--- src/rtl/instr_fetch_unit.sv ---
// Instruction fetch stage: issues one instruction-memory read at a time,
// advances the upstream PC register via PCEn when a read is accepted,
// and buffers returned words with their fetch address in a two-entry FIFO
// for decode. Handles redirect flushes and traps on misaligned PCs.
module instr_fetch_unit #(
  parameter int DEPTH = 2
) (
  input  logic        clk,
  input  logic        rst,
  input  logic [31:0] PC,
  output logic        PCEn,
  output logic [31:0] PCPlus4,
  input  logic        Flush,
  output logic        IMemReq,
  output logic [31:0] IMemAddr,
  input  logic        IMemGnt,
  input  logic        IMemRValid,
  input  logic [31:0] IMemRData,
  output logic        InstrValid,
  output logic [31:0] Instr,
  output logic [31:0] InstrPC,
  input  logic        InstrReady,
  output logic        MisalignFault
);

  typedef enum logic [1:0] {
    S_REQ   = 2'd0,
    S_WAIT  = 2'd1,
    S_DRAIN = 2'd2,
    S_FAULT = 2'd3
  } state_t;

  localparam logic [1:0] FULL_COUNT = 2'(DEPTH);

  state_t      state_q, state_d;
  logic [31:0] reqPc_q, reqPc_d;
  logic [1:0]  count_q, count_d;
  logic [63:0] entry_q [2];
  logic [63:0] entry_d [2];

  logic        aligned;
  logic        reqRaw;
  logic        grantRaw;
  logic        push;
  logic        pop;
  logic [63:0] newEntry;

  assign aligned    = (PC[1:0] == 2'b00);
  assign PCPlus4    = PC + 32'd4;
  assign IMemAddr   = PC;
  assign InstrValid = (count_q != 2'd0);
  assign InstrPC    = entry_q[0][63:32];
  assign Instr      = entry_q[0][31:0];
  assign MisalignFault = (state_q == S_FAULT);
  assign newEntry   = {reqPc_q, IMemRData};
  assign pop        = InstrValid && InstrReady && !Flush;
  assign grantRaw   = reqRaw && IMemGnt;

  // Next-state and request logic; request gating only looks at registered
  // count so decode readiness never reaches the memory request path.
  always_comb begin
    state_d = state_q;
    reqPc_d = reqPc_q;
    reqRaw  = 1'b0;
    push    = 1'b0;
    case (state_q)
      S_REQ: begin
        reqRaw = !Flush && (count_q < FULL_COUNT) && aligned;
        if (Flush) begin
          state_d = S_REQ;
        end else if (!aligned) begin
          state_d = S_FAULT;
        end else if (grantRaw) begin
          reqPc_d = PC;
          state_d = S_WAIT;
        end
      end
      S_WAIT: begin
        if (Flush) begin
          state_d = IMemRValid ? S_REQ : S_DRAIN;
        end else if (IMemRValid) begin
          push   = 1'b1;
          reqRaw = (count_q == 2'd0) && aligned;
          if (grantRaw) begin
            reqPc_d = PC;
            state_d = S_WAIT;
          end else if (!aligned) begin
            state_d = S_FAULT;
          end else begin
            state_d = S_REQ;
          end
        end
      end
      S_DRAIN: begin
        if (IMemRValid) begin
          state_d = S_REQ;
        end
      end
      S_FAULT: begin
        if (Flush) begin
          state_d = S_REQ;
        end
      end
      default: state_d = S_REQ;
    endcase
    IMemReq = reqRaw && !rst;
    PCEn    = grantRaw && !rst;
  end

  // FIFO update: entry 0 is always the head, so a pop shifts entry 1 down.
  always_comb begin
    count_d    = count_q;
    entry_d[0] = entry_q[0];
    entry_d[1] = entry_q[1];
    if (Flush) begin
      count_d = 2'd0;
    end else if (pop && push) begin
      if (count_q == 2'd1) begin
        entry_d[0] = newEntry;
      end else begin
        entry_d[0] = entry_q[1];
        entry_d[1] = newEntry;
      end
    end else if (pop) begin
      entry_d[0] = entry_q[1];
      count_d    = count_q - 2'd1;
    end else if (push && (count_q < FULL_COUNT)) begin
      entry_d[count_q[0]] = newEntry;
      count_d             = count_q + 2'd1;
    end
  end

  // State registers with synchronous reset; an in-flight response is dropped.
  always_ff @(posedge clk) begin
    if (rst) begin
      state_q    <= S_REQ;
      reqPc_q    <= 32'd0;
      count_q    <= 2'd0;
      entry_q[0] <= 64'd0;
      entry_q[1] <= 64'd0;
    end else begin
      state_q    <= state_d;
      reqPc_q    <= reqPc_d;
      count_q    <= count_d;
      entry_q[0] <= entry_d[0];
      entry_q[1] <= entry_d[1];
    end
  end

endmodule

--- config.mk ---
export PLATFORM = sky130hd
export DESIGN_NAME = instr_fetch_unit
export DESIGN_NICKNAME = d
export VERILOG_FILES = /design/src/rtl/instr_fetch_unit.sv
export SDC_FILE = /design/constraint.sdc
export NUM_CORES = 1
export LEC_CHECK = 0
export BUFFER_PORTS_ARGS = -buffer_cell sky130_fd_sc_hd__buf_2
export CAP_MARGIN = 20
export CORE_AREA = 2 2 142 144
export DETAILED_ROUTE_END_ITERATION = 8
export DIE_AREA = 0 0 144 146
export PLACE_DENSITY = 0.68
export SLEW_MARGIN = 15
export SYNTH_ARGS = -nofsm -noshare
export SYNTH_HDL_FRONTEND = slang
export SYNTH_SLANG_ARGS = --single-unit
--- constraint.sdc ---
create_clock -name clk -period 2.8 [get_ports clk]
set_clock_uncertainty 0.2 [all_clocks]
set_input_delay 0 -clock clk [delete_from_list [all_inputs] [get_ports clk]]
set_output_delay 0 -clock clk [all_outputs]
set_load 0.02 [all_outputs]
==> results of run 1 <==
## registers in the layout (all words and copies together), names as in the netlist
| signal | cells |
|---|---|
| entry_q | 128 |
| reqPc_q | 32 |
| count_q | 2 |
| state_q | 2 |
## area by class of cell
class	count	area share [%]
tap	265	3.14
clock inverter	9	1.67
multi-input combinational	572	39.1
sequential	164	31.1
timing repair buffer	308	20.3
inverter	10	0.356
clock buffer	23	4.34
## repair_timing
| item | CTS | global route |
|---|---|---|
| endpoints found under the hold margin | 122 | 0 |
| buffers inserted | 0 | 1 |
| hold buffers | 83 | 0 |
| resized for setup | 0 | 2 |
| setup endpoints to repair | 0 | 1 |
## layer usage
layer | share of wire (%) | vias to the layer above | GRT usage, % | wire [µm]
met5 | 0 | - | 0 | 0
met4 | 2.1 | 0 | 6.23 | 468
met3 | 4.6 | 25 | 3.75 | 1050
met2 | 48 | 216 | 35.2 | 10800
met1 | 46 | 3416 | 27.7 | 10400
li1 | - | 3529 | - | -
## how the worst max path moves through the flow
stage / start / to / slack [ns]
5_1_grt: count_q[0] / reqPc_q[22] / 0.04
2_1_floorplan: count_q[0] / entry_q[0][0] / 0.65
3_5_place_dp: count_q[0] / entry_q[0][35] / 0.39
4_1_cts: count_q[0] / reqPc_q[28] / 0.14
6_report: count_q[0] / reqPc_q[22] / 0.17
3_3_place_gp: count_q[0] / entry_q[0][34] / 0.45
## worst max-delay path: stages, from the launching register on
cell	delay (ns)
dfxtp_1	0.36
inv_1	0.11
ha_2	0.24
a21boi_1	0.15
nor4b_4	0.34
clkbuf_16	0.26
mux2i_1	0.20
nor2_1	0.06
dlygate4sd3_1	0.59
## where the power goes
group / leakage, nW / internal (mW) / switching (mW)
combinational: 2.66 / 0.294 / 0.480
clock: 0.305 / 1.61 / 0.908
sequential: 1.33 / 2.39 / 0.0351
total: 4.29 / 4.29 / 1.42
## metrics by stage
step | utilization [%] | instances | instance area [µm²]
2_1_floorplan | - | 921 | 8580
3_3_place_gp | 46.9 | 1234 | 9060
3_5_place_dp | 46.9 | 1234 | 9060
4_1_cts | 54.4 | 1349 | 10500
5_1_grt | 54.6 | 1351 | 10600
6_report | 54.6 | 1351 | 10600
## synth_stat cells, drive strengths merged
cell type / count / share of area [%]
dfxtp: 164 / 38
nand2b: 5 / 0.36
clkbuf: 23 / 1.0
and3b: 1 / 0.10
and4bb: 1 / 0.15
a31oi: 2 / 0.15
nand2: 8 / 0.35
nand3b: 1 / 0.088
and4: 5 / 0.51
mux2: 1 / 0.13
a21boi: 2 / 0.17
xnor2: 15 / 1.5
nand4b: 1 / 0.10
a21oi: 66 / 3.9
inv: 10 / 0.44
buf: 152 / 13
ha: 3 / 0.44
nor2b: 3 / 0.22
xor2: 14 / 1.4
o31ai: 1 / 0.088
a221oi: 64 / 11
a21o: 1 / 0.088
nor3: 76 / 7.9
and3: 3 / 0.22
a211oi: 1 / 0.088
nand3: 73 / 4.3
nand4: 7 / 0.51
nor3b: 3 / 0.39
nor2: 102 / 4.5
and2: 3 / 0.22
nor4b: 1 / 0.28
mux2i: 33 / 4.1
nor4: 9 / 0.66
o21ai: 67 / 3.9
## cells by family (layout without fill, tap and decap cells)
family | after synthesis | after routing | synth area share, %
simple gates | 302 | 302 | 20.8
flops | 164 | 164 | 38.3
buf+inv | 185 | 350 | 14.0
mux | 34 | 34 | 4.27
fa+ha+maj | 3 | 3 | 0.437
xor+xnor | 29 | 29 | 2.96
compound gates | 204 | 204 | 19.3
==> impl_metrics.py, run 1 <==
metrics = {
    "timing": {
        "fmax_mhz": 381,
        "relSlewSlack_pct": 43.4,
        "rsz0062_at_grt": "false",
        "setup_slack_ns": 0.173,
        "hold_slack_ns": 0.0413,
        "hold_viol_final": 0,
        "setup_viol": 0,
        "worstMarginPinSlew_ns": 0.847,
        "period_share_pct": 93.8,
        "maxSlewViolCount": 0,
        "fin_setup_tns_ns": 0,
        "finalCriticalPeriod_ns": 2.63,
    },
    "layout": {
        "seqCellArea_um2": 3280,
        "antenna_cells": 0,
        "drive_above_1_share_pct": 35.3,
        "multi_input_area_um2": 4120,
        "areaGrowthSynthToFinish_pct": 23.0,
        "layout_common_cells": "buf_2 (200), dfxtp_1 (164), nor2_1 (101)",
        "final_nets": 1146,
        "nFillCells": 1781,
        "layout_commonest_cell": "buf_2",
    },
    "global_route": {
        "grt_max_degree": 75,
        "antenna_found_initial": 0,
        "grt_pass1_vias": 6979,
        "gr-total-overflow": 0,
        "grt_pass1_wl_mm": 35.8,
        "grt_usage_pct": 21.1,
    },
    "synthesis": {
        "ys_ff_latch": 164,
        "yosysSeqAreaShare_pct": 38.3,
        "synth_cell_types": 44,
        "syn_area_um2": 8580,
        "postSynthCellCount": 921,
        "yosysWarningCount": 0,
        "syn_area_per_cell_um2": 9.32,
        "syn-num-nets": 994,
    },
    "cts": {
        "clock_latency_ns": 0.41,
        "cts.clk_slew.worst_paths_ns": 0.06,
        "cts_tree": "yes",
        "h-tree-depth": 4,
        "cts_buffer_depth": 2,
        "clock_sinks": 164,
        "cts_root_buffer": "clkbuf_16",
        "cts_made_buffers": 17,
    },
    "worst_setup_path": {
        "r2r-start": "count_q[0]",
        "critPathRequiredTime_ns": 2.90,
        "worstSetupStartpointType": "register",
        "crit_fanout": 16,
        "r2r-end": "reqPc_q[22]",
        "r2r_slack_ns": 0.17,
        "endpoint_kind": "register",
        "worst_ep_arrival_time_ns": 2.73,
        "reg2regPathDepth": 8,
        "path_class": "reg2reg",
    },
    "floorplan": {
        "start_util_pct": 44.4,
        "die_h_um": 146,
        "die_w_um": 144,
        "rows": 51,
        "dieArea_um2": 21000,
        "core_area_um2": 19300,
        "num_io_pins": 202,
    },
    "place": {
        "place_congestion": 0.743,
        "port_buffers": 201,
        "pre_cts_ws_ns": 0.387,
        "dpl.hpwl_mm": 13.6,
    },
    "hold_path": {
        "min_to": "count_q[1]",
        "hp-class": "in2reg",
        "worstHoldPathCells": 4,
        "hold_start": "InstrReady",
    },
    "route": {
        "drcViolationCount": 0,
        "vias": 7186,
        "viasPerCell": 5.32,
        "dr.pass1.iters": 5,
        "wl_mm": 22.7,
        "drt-initial-drc-count": 313,
        "wl_per_cell_um": 16.8,
        "ant_nets": 0,
    },
    "pwr": {
        "ir_drop_mv": 0.324,
        "leakage_nw": 4.29,
        "power_mw": 5.71,
        "power_density_nw_per_um2": 541,
    },
    "status": {
        "status": "completed",
    },
    "run": {
        "maxCapViolCount": 0,
    },
}
Power figures use the tool's default switching activity.
==> run 2: changes to the inputs <==
Settings changed: ABC_AREA set to 1, CORE_AREA 2 2 142 144 to 2 2 137 139, DIE_AREA 0 0 144 146 to 0 0 139 141.
==> run 2 against run 1 <==
  * Critical path type is now in2out
  * Synthesized area is 6.5% lower
  * Hold slack got worse by 0.021 ns
  * Die area fell by 6.8%
==> impl_metrics.py, run 2 <==
metrics = {
    "status": {
        "status": "completed",
    },
    "layout": {
        "largest_reg_flops": 128,
        "largest_register": "entry_q",
        "fin_util_pct": 53.2,
        "layout_common_cells": "a21oi_1 (214), buf_2 (201), dfxtp_1 (164)",
        "layout_commonest_cell": "a21oi_1",
        "multi_input_area_um2": 3340,
        "drive_above_1_share_pct": 22.1,
        "reg.largest.list": "entry_q x128, reqPc_q x32",
        "areaGrowthSynthToFinish_pct": 21.2,
        "antenna_cells": 0,
        "fin_cells": 1463,
        "nFillCells": 1737,
        "final_nets": 1289,
        "seqCellArea_um2": 3280,
    },
    "timing": {
        "hold_viol_final": 0,
        "worstMarginPinSlew_ns": 1.11,
        "maxSlewViolCount": 0,
        "setup_viol": 0,
        "rsz0062_at_grt": "false",
        "setup_slack_ns": 0.140,
        "hold_slack_ns": 0.0205,
        "relSlewSlack_pct": 26.0,
        "finalCriticalPeriod_ns": 2.66,
        "fin_setup_tns_ns": 0,
        "fmax_mhz": 376,
        "period_share_pct": 95.0,
    },
    "floorplan": {
        "die_w_um": 139,
        "die_h_um": 141,
        "dieArea_um2": 19600,
        "start_util_pct": 43.9,
        "core_area_um2": 18300,
        "rows": 50,
        "num_io_pins": 202,
    },
    "worst_setup_path": {
        "path_buf_inv": 3,
        "endpoint_kind": "output port",
        "critPathRequiredTime_ns": 2.60,
        "cp_slowest_stage_delay_ns": 0.52,
        "crit_fanout": 4,
        "worst_ep_arrival_time_ns": 2.46,
        "cpMaxStageDelayCell": "dlygate4sd3_1",
        "crit_family": "simple AND/OR/NAND/NOR gates",
        "path_class": "in2out",
        "cp_cell_sequence": "dlygate4sd3_1 > buf_2 > ha_1 > nand2_1 > nor3_2 > nand2_2 > nor2_2 > nand2_1 > nor3_4 > xor2_1 > buf_2",
        "worstSetupStartpointType": "input port",
    },
    "synthesis": {
        "async_flop_share_pct": 0,
        "yosysMostFrequentCell": "a21oi_1",
        "synth_cell_types": 34,
        "synth_top_area_share_pct": 40.9,
        "ys.flop_type": "dfxtp_1",
        "synth_commonest_cells": "a21oi_1 (214), dfxtp_1 (164), nand2_1 (164)",
        "yosysWarningCount": 0,
        "syn-num-nets": 1150,
        "postSynthCellCount": 1077,
        "ys_ff_latch": 164,
        "syn_area_um2": 8020,
        "yosysSeqAreaShare_pct": 40.9,
        "synth_area_leaders": "dfxtp_1 (41%), a21oi_1 (13%), buf_4 (9.6%)",
        "syn_area_per_cell_um2": 7.45,
        "synth_area_leader_cell": "dfxtp_1",
        "synth_edf_count": 0,
    },
    "place": {
        "port_buffers": 201,
        "place_congestion": 0.832,
        "pre_cts_ws_ns": 0.358,
        "dpl.hpwl_mm": 13.7,
        "place_inst": 1363,
    },
    "cts": {
        "clock_sinks": 164,
        "clock_latency_ns": 0.43,
        "cts_made_buffers": 17,
        "cts.clk_slew.worst_paths_ns": 0.07,
        "cts_root_buffer": "clkbuf_16",
        "cts_buffer_depth": 2,
        "h-tree-depth": 4,
        "cts_setup_buffers": 0,
        "cts_tree": "yes",
    },
    "route": {
        "wl_per_cell_um": 15.0,
        "ant_nets": 0,
        "vias": 7498,
        "viasPerCell": 5.13,
        "wl_mm": 22.0,
        "dr.pass1.iters": 5,
        "drt-initial-drc-count": 444,
        "drcViolationCount": 0,
    },
    "run": {
        "maxCapViolCount": 0,
    },
    "pwr": {
        "power_density_nw_per_um2": 601,
        "leakage_nw": 4.17,
        "ir_drop_mv": 0.379,
    },
    "global_route": {
        "antenna_found_initial": 0,
        "grt_pass1_wl_mm": 35.7,
        "gr-total-overflow": 0,
        "grt_usage_pct": 22.3,
        "grt_max_degree": 75,
        "grt_pass1_vias": 7011,
    },
    "hold_path": {
        "hp-class": "in2reg",
    },
}
[run 2: cell types whose count changed after synthesis, sizes merged, moves of 6 or more]
cell    delta
o21ai     +89
buf       -14
mux2i     -33
nor4       -6
a21oi    +149
inv       +79
nor2      -71
nand3     -49
nor3      -68
a221oi    -64
o211ai    +12
nand2    +159
[run 2: area by class of cell]
class / count / share of cell area [%]
multi-input combinational: 659 / 34.4
clock inverter: 15 / 2.01
tap: 234 / 3.01
sequential: 164 / 33.8
inverter: 89 / 3.45
timing repair buffer: 285 / 19.0
clock buffer: 17 / 4.38
[run 2: power breakdown]
group,switching (mW),internal [mW],total [mW]
logic,0.574,0.325,0.899
registers,0.0550,2.43,2.49
clock network,1.02,1.43,2.45
total,1.65,4.19,5.84
[run 2: routing by layer]
metal  wire, µm  track usage, %  vias up
met5          0               0        -
met4        381            8.13        0
met3       1320            4.89       36
met2      10700            37.5      277
met1       9590            28.4     3423
li1           -               -     3762
[run 2: worst paths after layout]
check,slack [ns],to,from,cells after the start
hold reg to reg,0.24,entry_q[0][96],entry_q[0][96],2
setup / recovery,0.14,PCPlus4[24],PC[3],11
hold / removal,0.02,reqPc_q[1],IMemGnt,4
setup reg to reg,0.35,entry_q[0][3],count_q[0],8
[run 2: worst register-to-register path: cells and delay by family (launching register included)]
| kind | cells | cell delay [ns] |
|---|---|---|
| DFF | 1 | 0.31 |
| and+or+nand+nor | 1 | 0.14 |
| AOI/OAI and AO/OA | 3 | 0.41 |
| adders and majority gates | 1 | 0.23 |
| buffers and inverters | 3 | 1.10 |
[run 2: repair_timing]
action | 4_1_cts | 5_1_grt
hold buffers | 68 | 0
endpoints found under the setup margin | 0 | 2
endpoints found under the hold margin | 100 | 0
resized for setup | 0 | 1
[run 2: through the flow]
stage	area, µm²	power [mW]
6_report	9720	5.84
5_1_grt	9720	6.10
2_1_floorplan	8020	3.18
3_3_place_gp	8420	3.35
4_1_cts	9720	5.89
3_5_place_dp	8420	3.36
[run 2: logic make-up (layout without fill, tap and decap cells)]
group	after synthesis	after routing	share of synthesized area, %
AO/OA/AOI/OAI	385	385	24.6
XOR/XNOR	27	27	2.95
adder cells (fa/ha/maj)	3	3	0.468
buffers and inverters	254	406	17.9
flip-flops	164	164	40.9
AND/OR/NAND/NOR	244	244	13.1
==> run 3: changes to the inputs <==
==> constraint.sdc (replaced) <==
create_clock -name clk -period 2.8 [get_ports clk]
set_clock_uncertainty 0.2 [all_clocks]
set_input_delay 0 -clock clk [delete_from_list [all_inputs] [get_ports clk]]
set_output_delay 0 -clock clk [all_outputs]
set_load 0.1 [all_outputs]
==> run 3 against run 2 <==
  * Critical endpoint is now PCPlus4[28]
  * Via count rose by 1.5%
  * Wire length rose by 2.3%
  * First-iteration DRC count rose by 2.7%
==> impl_metrics.py, run 3 (synthesis results as in run 2) <==
metrics = {
    "floorplan": {
        "num_io_pins": 202,
        "die_w_um": 139,
        "rows": 50,
        "die_h_um": 141,
        "dieArea_um2": 19600,
        "start_util_pct": 43.9,
        "core_area_um2": 18300,
    },
    "worst_setup_path": {
        "r2r_slack_ns": 0.22,
        "crit_fanout": 6,
        "critPathRequiredTime_ns": 2.60,
        "worst_ep_arrival_time_ns": 2.42,
        "crit_family": "simple AND/OR/NAND/NOR gates",
        "cp_cell_sequence": "dlygate4sd3_1 > buf_2 > nand2_1 > nor3_2 > nand2_1 > nor2_2 > nand2_1 > nor3_4 > nand3b_1 > nand2_1 > clkbuf_4",
        "cpMaxStageDelayCell": "dlygate4sd3_1",
        "cp_slowest_stage_delay_ns": 0.51,
        "worstSetupStartpointType": "input port",
        "path_class": "in2out",
        "path_buf_inv": 3,
        "cp_common_cell": "nand2_1",
        "endpoint_kind": "output port",
    },
    "route": {
        "vias": 7608,
        "wl_per_cell_um": 15.0,
        "viasPerCell": 5.09,
        "ant_nets": 0,
        "wl_mm": 22.5,
        "drcViolationCount": 0,
        "drt-initial-drc-count": 456,
        "dr.pass1.iters": 5,
    },
    "layout": {
        "reg.largest.list": "entry_q x128, reqPc_q x32",
        "antenna_cells": 0,
        "layout_commonest_cell": "a21oi_1",
        "layout_common_cells": "a21oi_1 (214), buf_2 (196), nand2_1 (164), dfxtp_1 (164), o21ai_0 (111)",
        "nFillCells": 1698,
        "largest_reg_flops": 128,
        "areaGrowthSynthToFinish_pct": 25.6,
        "largest_register": "entry_q",
        "final_nets": 1320,
        "fin_cells": 1494,
        "drive_above_1_share_pct": 22.6,
    },
    "timing": {
        "relSlewSlack_pct": 52.6,
        "setup_viol": 0,
        "setup_slack_ns": 0.179,
        "rsz0062_at_grt": "false",
        "worstMarginPinSlew_ns": 0.708,
        "fmax_mhz": 382,
        "period_share_pct": 93.6,
        "hold_viol_final": 0,
        "maxSlewViolCount": 0,
        "finalCriticalPeriod_ns": 2.62,
    },
    "hold_path": {
        "hp-class": "in2reg",
    },
    "global_route": {
        "grt_usage_pct": 22.9,
        "grt_pass1_wl_mm": 36.7,
        "antenna_found_initial": 0,
        "gr-total-overflow": 0,
        "grt_max_degree": 136,
        "grt_pass1_vias": 7267,
    },
    "pwr": {
        "leakage_nw": 4.36,
        "p_clk_share_pct": 34.5,
        "p_comb_share_pct": 26.8,
        "power_density_nw_per_um2": 639,
        "switching_share_pct": 38.6,
        "switching_power_mw": 2.48,
        "power.internal_mw": 3.95,
        "ir_drop_mv": 0.432,
        "pwr-share-seq_pct": 38.7,
    },
    "place": {
        "dpl.hpwl_mm": 13.9,
        "pre_cts_ws_ns": 0.215,
        "place_congestion": 0.864,
        "port_buffers": 201,
        "place_inst": 1365,
    },
    "cts": {
        "clock_latency_ns": 0.43,
        "cts_tree": "yes",
        "cts_root_buffer": "clkbuf_16",
        "cts_buffer_depth": 2,
        "clock_sinks": 164,
        "cts_setup_buffers": 0,
        "cts_made_buffers": 17,
        "cts.clk_slew.worst_paths_ns": 0.07,
        "h-tree-depth": 4,
    },
    "run": {
        "maxCapViolCount": 0,
    },
    "status": {
        "status": "completed",
    },
}
[run 3: per-layer routing]
| layer | vias up | track usage (%) | share of wire (%) |
|---|---|---|---|
| met4 | 0 | 8.24 | 2.4 |
| met1 | 3467 | 28.8 | 44 |
| li1 | 3825 | - | - |
| met3 | 41 | 5.13 | 6.1 |
| met5 | - | 0 | 0 |
| met2 | 275 | 38.8 | 48 |
[run 3: worst min-delay path: cells and delay by family]
family | cells | cell delay [ns]
buf+inv | 2 | 0.32
compound gates | 3 | 0.25
simple gates | 1 | 0.17
[run 3: layout make-up]
cell class	count	area [µm²]	area share (%)
repair buffers	316	2180	21.7
flip-flops and latches	164	3280	32.6
inverters	89	343	3.40
clock buffers	17	425	4.22
well taps	234	293	2.91
multi-input cells	659	3400	33.8
clock inverters	15	139	1.38
[run 3: final timing paths]
kind | startpoint | to | cells after the start
setup / recovery | PC[6] | PCPlus4[28] | 11
hold / removal | InstrReady | entry_q[0][63] | 6
setup reg to reg | count_q[0] | reqPc_q[16] | 10
hold reg to reg | entry_q[0][95] | entry_q[0][95] | 2
[run 3: power by group through the flow]
stage                     clock network (mW)  registers, mW  logic (mW)
after CTS                               2.27           2.49        1.72
after global placement                     0           2.54        1.62
after floorplan                            0           2.53        1.46
final                                   2.22           2.49        1.73
after detailed placement                   0           2.54        1.63
after global routing                    2.38           2.50        1.82
[run 3: what timing repair did]
action,4_1_cts,5_1_grt
endpoints found under the setup margin,0,38
hold buffers,97,0
hold endpoints to repair,100,0
resized for setup,0,9
[run 3: through the flow]
step / setup TNS (ns) / power [mW] / hold WS, ns / utilization, % / instance area, µm²
after global placement: 0 / 4.16 / 0.0676 / 46.6 / 8500
after global routing: 0 / 6.69 / 0.181 / 55.1 / 10100
after CTS: 0 / 6.48 / 0.159 / 55.0 / 10000
final: 0 / 6.44 / 0.180 / 55.1 / 10100
after floorplan: -0.254 / 3.98 / -0.0562 / - / 8080
after detailed placement: 0 / 4.17 / 0.0719 / 46.6 / 8500
